$ cat config.mk
export PLATFORM = sky130hd
export DESIGN_NAME = fifo_flagged
export DESIGN_NICKNAME = d
export VERILOG_FILES = /design/src/rtl/fifo_flagged.sv
export SDC_FILE = /design/constraint.sdc
export NUM_CORES = 1
export LEC_CHECK = 0
export ABC_AREA = 1
export CORE_MARGIN = 2
export CORE_UTILIZATION = 33
export DETAILED_ROUTE_END_ITERATION = 12
export SYNTH_ARGS = -nofsm -noshare
export SYNTH_HDL_FRONTEND = slang
export SYNTH_SLANG_ARGS = --single-unit
$ cat constraint.sdc
create_clock -name clk -period 2.6 [get_ports clk]
set_input_delay 0.26 -clock clk [delete_from_list [all_inputs] [get_ports clk]]
set_output_delay 0.26 -clock clk [all_outputs]
set_load 0.01 [all_outputs]
$ cat src/rtl/fifo_flagged.sv
// Single-clock show-ahead FIFO with any depth, fill level, almost-full/empty thresholds, flush and sticky error flags.
// Accepted push/pop shows up in status one cycle later; a push into a full FIFO only gets in alongside a pop.
module fifo_flagged #(
   parameter int DATA_WIDTH = 8,
   parameter int DEPTH      = 4,
   parameter int AF_LEVEL   = 3,
   parameter int AE_LEVEL   = 1
) (
   input  logic                         clk,
   input  logic                         reset,
   input  logic [DATA_WIDTH-1:0]        din,
   input  logic                         push,
   input  logic                         pop,
   input  logic                         flush,
   input  logic                         err_clr,
   output logic [DATA_WIDTH-1:0]        dout,
   output logic                         full,
   output logic                         empty,
   output logic                         almost_full,
   output logic                         almost_empty,
   output logic [$clog2(DEPTH+1)-1:0]   level,
   output logic                         overflow,
   output logic                         underflow
);

   localparam int LW = $clog2(DEPTH+1);
   localparam int PW = (DEPTH > 1) ? $clog2(DEPTH) : 1;
   localparam logic [PW-1:0] LAST_PTR = PW'(DEPTH-1);
   localparam logic [LW-1:0] FULL_LVL = LW'(DEPTH);
   localparam logic [LW-1:0] AF_LVL   = LW'(AF_LEVEL);
   localparam logic [LW-1:0] AE_LVL   = LW'(AE_LEVEL);

   logic [DATA_WIDTH-1:0] r_mem [DEPTH];
   logic [PW-1:0]         r_rd_ptr;
   logic [PW-1:0]         r_wr_ptr;
   logic [LW-1:0]         r_level;
   logic                  r_overflow;
   logic                  r_underflow;

   logic                  w_full;
   logic                  w_empty;
   logic                  w_pop_ok;
   logic                  w_push_ok;
   logic [PW-1:0]         w_rd_nxt;
   logic [PW-1:0]         w_wr_nxt;

   assign w_full    = (r_level == FULL_LVL);
   assign w_empty   = (r_level == '0);
   assign w_pop_ok  = pop & ~w_empty;
   // A full FIFO still takes a push when a pop frees the head slot in the same cycle.
   assign w_push_ok = push & (~w_full | w_pop_ok);

   assign w_rd_nxt  = (r_rd_ptr == LAST_PTR) ? '0 : r_rd_ptr + PW'(1);
   assign w_wr_nxt  = (r_wr_ptr == LAST_PTR) ? '0 : r_wr_ptr + PW'(1);

   always_ff @(posedge clk or posedge reset) begin
      if (reset) begin
         r_rd_ptr <= '0;
         r_wr_ptr <= '0;
         r_level  <= '0;
      end else if (flush) begin
         r_rd_ptr <= '0;
         r_wr_ptr <= '0;
         r_level  <= '0;
      end else begin
         if (w_push_ok) r_wr_ptr <= w_wr_nxt;
         if (w_pop_ok)  r_rd_ptr <= w_rd_nxt;
         if (w_push_ok & ~w_pop_ok)
            r_level <= r_level + LW'(1);
         else if (w_pop_ok & ~w_push_ok)
            r_level <= r_level - LW'(1);
      end
   end

   // Flush suppresses new errors but leaves existing flags alone; a fresh error beats err_clr.
   always_ff @(posedge clk or posedge reset) begin
      if (reset) begin
         r_overflow  <= 1'b0;
         r_underflow <= 1'b0;
      end else begin
         r_overflow  <= (~flush & push & ~w_push_ok) | (r_overflow  & ~err_clr);
         r_underflow <= (~flush & pop  & ~w_pop_ok)  | (r_underflow & ~err_clr);
      end
   end

   always_ff @(posedge clk) begin
      if (~flush & w_push_ok)
         r_mem[r_wr_ptr] <= din;
   end

   assign dout         = r_mem[r_rd_ptr];
   assign full         = w_full;
   assign empty        = w_empty;
   assign almost_full  = (r_level >= AF_LVL);
   assign almost_empty = (r_level <= AE_LVL);
   assign level        = r_level;
   assign overflow     = r_overflow;
   assign underflow    = r_underflow;

endmodule

==> results_tabular.tex <==
\begin{tabular}{lr}
\hline
Metric & Value \\
\hline
\multicolumn{2}{l}{\textbf{Cells and area}} \\
\quad Final antenna diode count & 0 \\
\quad Layout cells sized above 1 & 11.2\% \\
\quad Commonest non-fill, non-tap cells in the layout & 32 x sky130\_fd\_sc\_hd\_\_edfxtp\_1, 30 x sky130\_fd\_sc\_hd\_\_clkdlybuf4s50\_1, 22 x sky130\_fd\_sc\_hd\_\_o21ai\_0, 22 x sky130\_fd\_sc\_hd\_\_nor2\_1, 20 x sky130\_fd\_sc\_hd\_\_inv\_1 \\
\quad Area added between synthesis and finish & 27.0\% \\
\quad Net count, final & 229 \\
\quad Number of inserted filler cells in the final layout & 535 \\
\quad Final cell area excluding filler cells & 2370 sq um \\
\quad Most common cell after layout, fill and taps aside & sky130\_fd\_sc\_hd\_\_edfxtp\_1 \\
\multicolumn{2}{l}{\textbf{Routing}} \\
\quad Detailed-route DRC error count & 0 \\
\quad Count of vias placed by the detailed router & 1234 \\
\quad Drt pass-1 iters & 6 \\
\quad Via-per-instance ratio & 4.44 \\
\quad Average detailed-routed wire length per instance & 12.1 um \\
\quad Post-detailed-route count of antenna-violating nets & 0 \\
\quad Number of DRC markers in iteration 0 & 109 \\
\quad Total detailed-routing wirelength & 3360 um \\
\multicolumn{2}{l}{\textbf{GRT}} \\
\quad Initial antenna violation count & 0 \\
\quad Maximum number of pins on one net before global-route repair & 19 \\
\quad Wire length of the first global-routing pass & 5520 um \\
\quad Vias in the first global route & 1159 \\
\quad GRT Total Usage & approximately 11\% \\
\quad Total global routing overflow & 0 \\
\multicolumn{2}{l}{\textbf{Placed design}} \\
\quad Sum of net half-perimeters after detailed placement & 2430 um \\
\quad Standard cell area after detailed placement & around 2300 sq um \\
\quad Last weighted congestion value of the routability-driven placer & 0.710 \\
\quad Pre-CTS setup slack & 0.693 ns \\
\quad Port buffer count & 30 \\
\multicolumn{2}{l}{\textbf{Setup path}} \\
\quad Worst-case reg-to-reg path depth & 8 \\
\quad Slowest cell on the critical path & sky130\_fd\_sc\_hd\_\_clkdlybuf4s50\_1 \\
\quad Critical path cell sequence & inv\_1, o21ai\_0, o22ai\_1, clkdlybuf4s50\_1 \\
\quad R2R setup slack & 0.77 ns \\
\quad Critical setup path kind & reg -> out \\
\quad Kind of end point of the critical path & output pin \\
\quad Capturing point of the worst reg2reg path & r\_mem[3][2] \\
\quad CP Max Fanout & 10 \\
\quad Critical path launch point type & register \\
\quad Arrival time at the worst endpoint & about 2.0 ns \\
\quad Critical path's largest stage delay & 0.57 ns \\
\quad Crit Reg-Reg Startpoint & level[0] \\
\quad Required time of the worst setup path & 2.34 ns \\
\multicolumn{2}{l}{\textbf{Min path}} \\
\quad Class of the tightest hold or removal check & in -> async \\
\multicolumn{2}{l}{\textbf{Floorplanning}} \\
\quad Placement row count & 27 \\
\quad Chip height & 79.3 um \\
\quad Core area & roughly 5500 sq um \\
\quad Total die area & 6280 sq um \\
\quad Die Width & around 80 um \\
\quad \# IOs & 31 \\
\quad Starting density of the core & 34.2\% \\
\multicolumn{2}{l}{\textbf{Logic synthesis}} \\
\quad Share of the synthesized area in compound gates (AO/OA/AOI/OAI) & 9.64\% \\
\quad Nets in the synthesized netlist & 189 \\
\quad Adder-cell share of the synthesized area & 6.69\% \\
\quad Register area share after synthesis & 63.5\% \\
\quad Warnings, synthesis & 0 \\
\quad Distinct cell type count of the synthesized netlist & 24 \\
\quad Register bit count reported by yosys & 41 \\
\quad Post-synthesis simple-gate area fraction & 13.7\% \\
\quad Mux contribution to synthesized area & 0\% \\
\quad Dominant combinational cell family by area after synthesis & simple AND/OR/NAND/NOR gates \\
\quad Post-Synth XOR/XNOR Area & 0.469\% \\
\quad Gate count after technology mapping & 165 \\
\quad Post-Synthesis Mean Instance Area & between 10 and 15 sq um \\
\quad Cell area after synthesis & around 1900 sq um \\
\multicolumn{2}{l}{\textbf{Clocking}} \\
\quad CTS H-Tree Depth & 2 \\
\quad Clock root buffer & sky130\_fd\_sc\_hd\_\_clkbuf\_8 \\
\quad Hold bufs inserted after CTS & 0 \\
\quad TritonCTS buffer count & 5 \\
\quad CTS max path bufs & 2 \\
\quad Count of buffers added by post-CTS timing repair for setup & 0 \\
\quad Clock sinks & 41 \\
\quad Post-cts repair resize count & 0 \\
\quad CTS tree & yes \\
\quad CTS clock-pin slew for the worst setup and hold paths & approximately 0.08 ns \\
\quad Latest clock arrival within the worst-skew pair & 0.29 ns \\
\multicolumn{2}{l}{\textbf{Timing}} \\
\quad Worst Clk Skew & 0.00539 ns \\
\quad FMAX & 0.452 GHz \\
\quad Setup repair after global routing missed its margin & no \\
\quad Total negative slack & 0 ns \\
\quad Post-layout min period & 2.21 ns \\
\quad Rel. slew slack & between 60\% and 70\% \\
\quad Period Utilization, post-route & between 80\% and 90\% \\
\quad Final hold vios & 0 \\
\quad Tightest hold margin & 0.229 ns \\
\quad Slew Viols, Final & 0 \\
\quad Tightest Pin Transition & 0.499 ns \\
\quad Final-report setup violation count & 0 \\
\quad Final WS setup & around 0.39 ns \\
\multicolumn{2}{l}{\textbf{Power}} \\
\quad Cell leakage power & 0.948 nW \\
\quad Power density relative to cell area & 957 nW/um\^{}2 \\
\quad VDD IR-drop max & 0.000332 V \\
\multicolumn{2}{l}{\textbf{Flow run}} \\
\quad Number of violations of the max-capacitance limit & 0 \\
\multicolumn{2}{l}{\textbf{Run status}} \\
\quad Run status & finished, final reports clean \\
\hline
\end{tabular}
routing by layer:
| layer | GRT usage (%) | share of wire [%] | wire (um) |
|---|---|---|---|
| met5 | 0 | 0 | 0 |
| met1 | 15.1 | 47 | 1590 |
| met2 | 18.2 | 49 | 1650 |
| met4 | 3.62 | 0.42 | 14 |
| met3 | 3.41 | 3.2 | 106 |
sequential cells by signal, indices dropped and copies added, names as in the netlist:
name and cells:
underflow 1, overflow 1, r_rd_ptr 2, r_mem 32
r_wr_ptr 2, level 3
cells in the mapped netlist:
cell type / count / area share (%)
sky130_fd_sc_hd__nor2_2: 1 / 0.33
sky130_fd_sc_hd__edfxtp_1: 32 / 51
sky130_fd_sc_hd__dfrtp_1: 9 / 12
sky130_fd_sc_hd__nand3_1: 4 / 1.1
sky130_fd_sc_hd__nand3_4: 1 / 0.94
sky130_fd_sc_hd__buf_2: 2 / 0.54
sky130_fd_sc_hd__buf_6: 1 / 0.60
sky130_fd_sc_hd__nand4_1: 2 / 0.67
sky130_fd_sc_hd__inv_1: 20 / 4.0
sky130_fd_sc_hd__o22ai_1: 9 / 3.0
sky130_fd_sc_hd__a21oi_1: 1 / 0.27
sky130_fd_sc_hd__xor2_1: 1 / 0.47
sky130_fd_sc_hd__inv_2: 1 / 0.20
sky130_fd_sc_hd__inv_4: 1 / 0.33
sky130_fd_sc_hd__nor3_1: 1 / 0.27
sky130_fd_sc_hd__o21ai_0: 22 / 5.9
sky130_fd_sc_hd__nand2_4: 2 / 1.2
sky130_fd_sc_hd__nand3b_1: 1 / 0.40
sky130_fd_sc_hd__nand2_1: 19 / 3.8
sky130_fd_sc_hd__buf_4: 1 / 0.40
sky130_fd_sc_hd__nor2_1: 22 / 4.4
sky130_fd_sc_hd__nand3_2: 1 / 0.54
sky130_fd_sc_hd__a21oi_2: 1 / 0.47
sky130_fd_sc_hd__ha_1: 10 / 6.7
worst max path at each step:
stage,slack (ns),from,cells past startpoint,endpoint
floorplan,0.66,level[0],7,r_mem[0][0]
global placement,0.70,pop,8,r_mem[3][6]
detailed placement,0.69,pop,8,r_mem[3][6]
CTS,0.37,r_rd_ptr[1],4,dout[2]
global route,0.24,r_rd_ptr[0],4,dout[2]
finish,0.39,r_rd_ptr[1],4,dout[2]
critical path, delay by kind of cell, from the launching register on:
kind / cells / cell delay, ns
AOI/OAI and AO/OA: 2 / 0.31
DFF: 1 / 0.50
buffers and inverters: 2 / 0.84
cell type report:
type | instances | area [sq um] | share of cell area (%)
Sequential cell | 41 | 1190 | 49.9
Clock buffer | 5 | 68.8 | 2.90
Tap cell | 72 | 90.1 | 3.79
Multi-Input combinational cell | 98 | 569 | 24.0
Timing Repair Buffer | 37 | 353 | 14.9
Clock inverter | 3 | 22.5 | 0.948
Inverter | 22 | 85.1 | 3.58
power breakdown:
part | switching, W | leakage (nW) | total, W | internal (W)
Combinational | 0.000526 | 0.492 | 0.00101 | 0.000489
Clock | 0.000217 | 0.0481 | 0.000407 | 0.000190
Sequential | 0.0000741 | 0.408 | 0.000850 | 0.000776
stage by stage:
stage	util [%]	total power [W]	instances
2_1_floorplan	-	0.00144	165
3_3_place_gp	41.7	0.00189	270
3_5_place_dp	41.7	0.00189	270
4_1_cts	43.4	0.00230	278
5_1_grt	43.4	0.00245	278
6_report	43.4	0.00227	278
logic make-up after synthesis:
kind of cell | count (synthesis)
simple gates | 54
flops | 41
compound gates | 33
buf+inv | 26
fa+ha+maj | 10
xor+xnor | 1
Note: power is estimated with default switching activity, not from simulation.
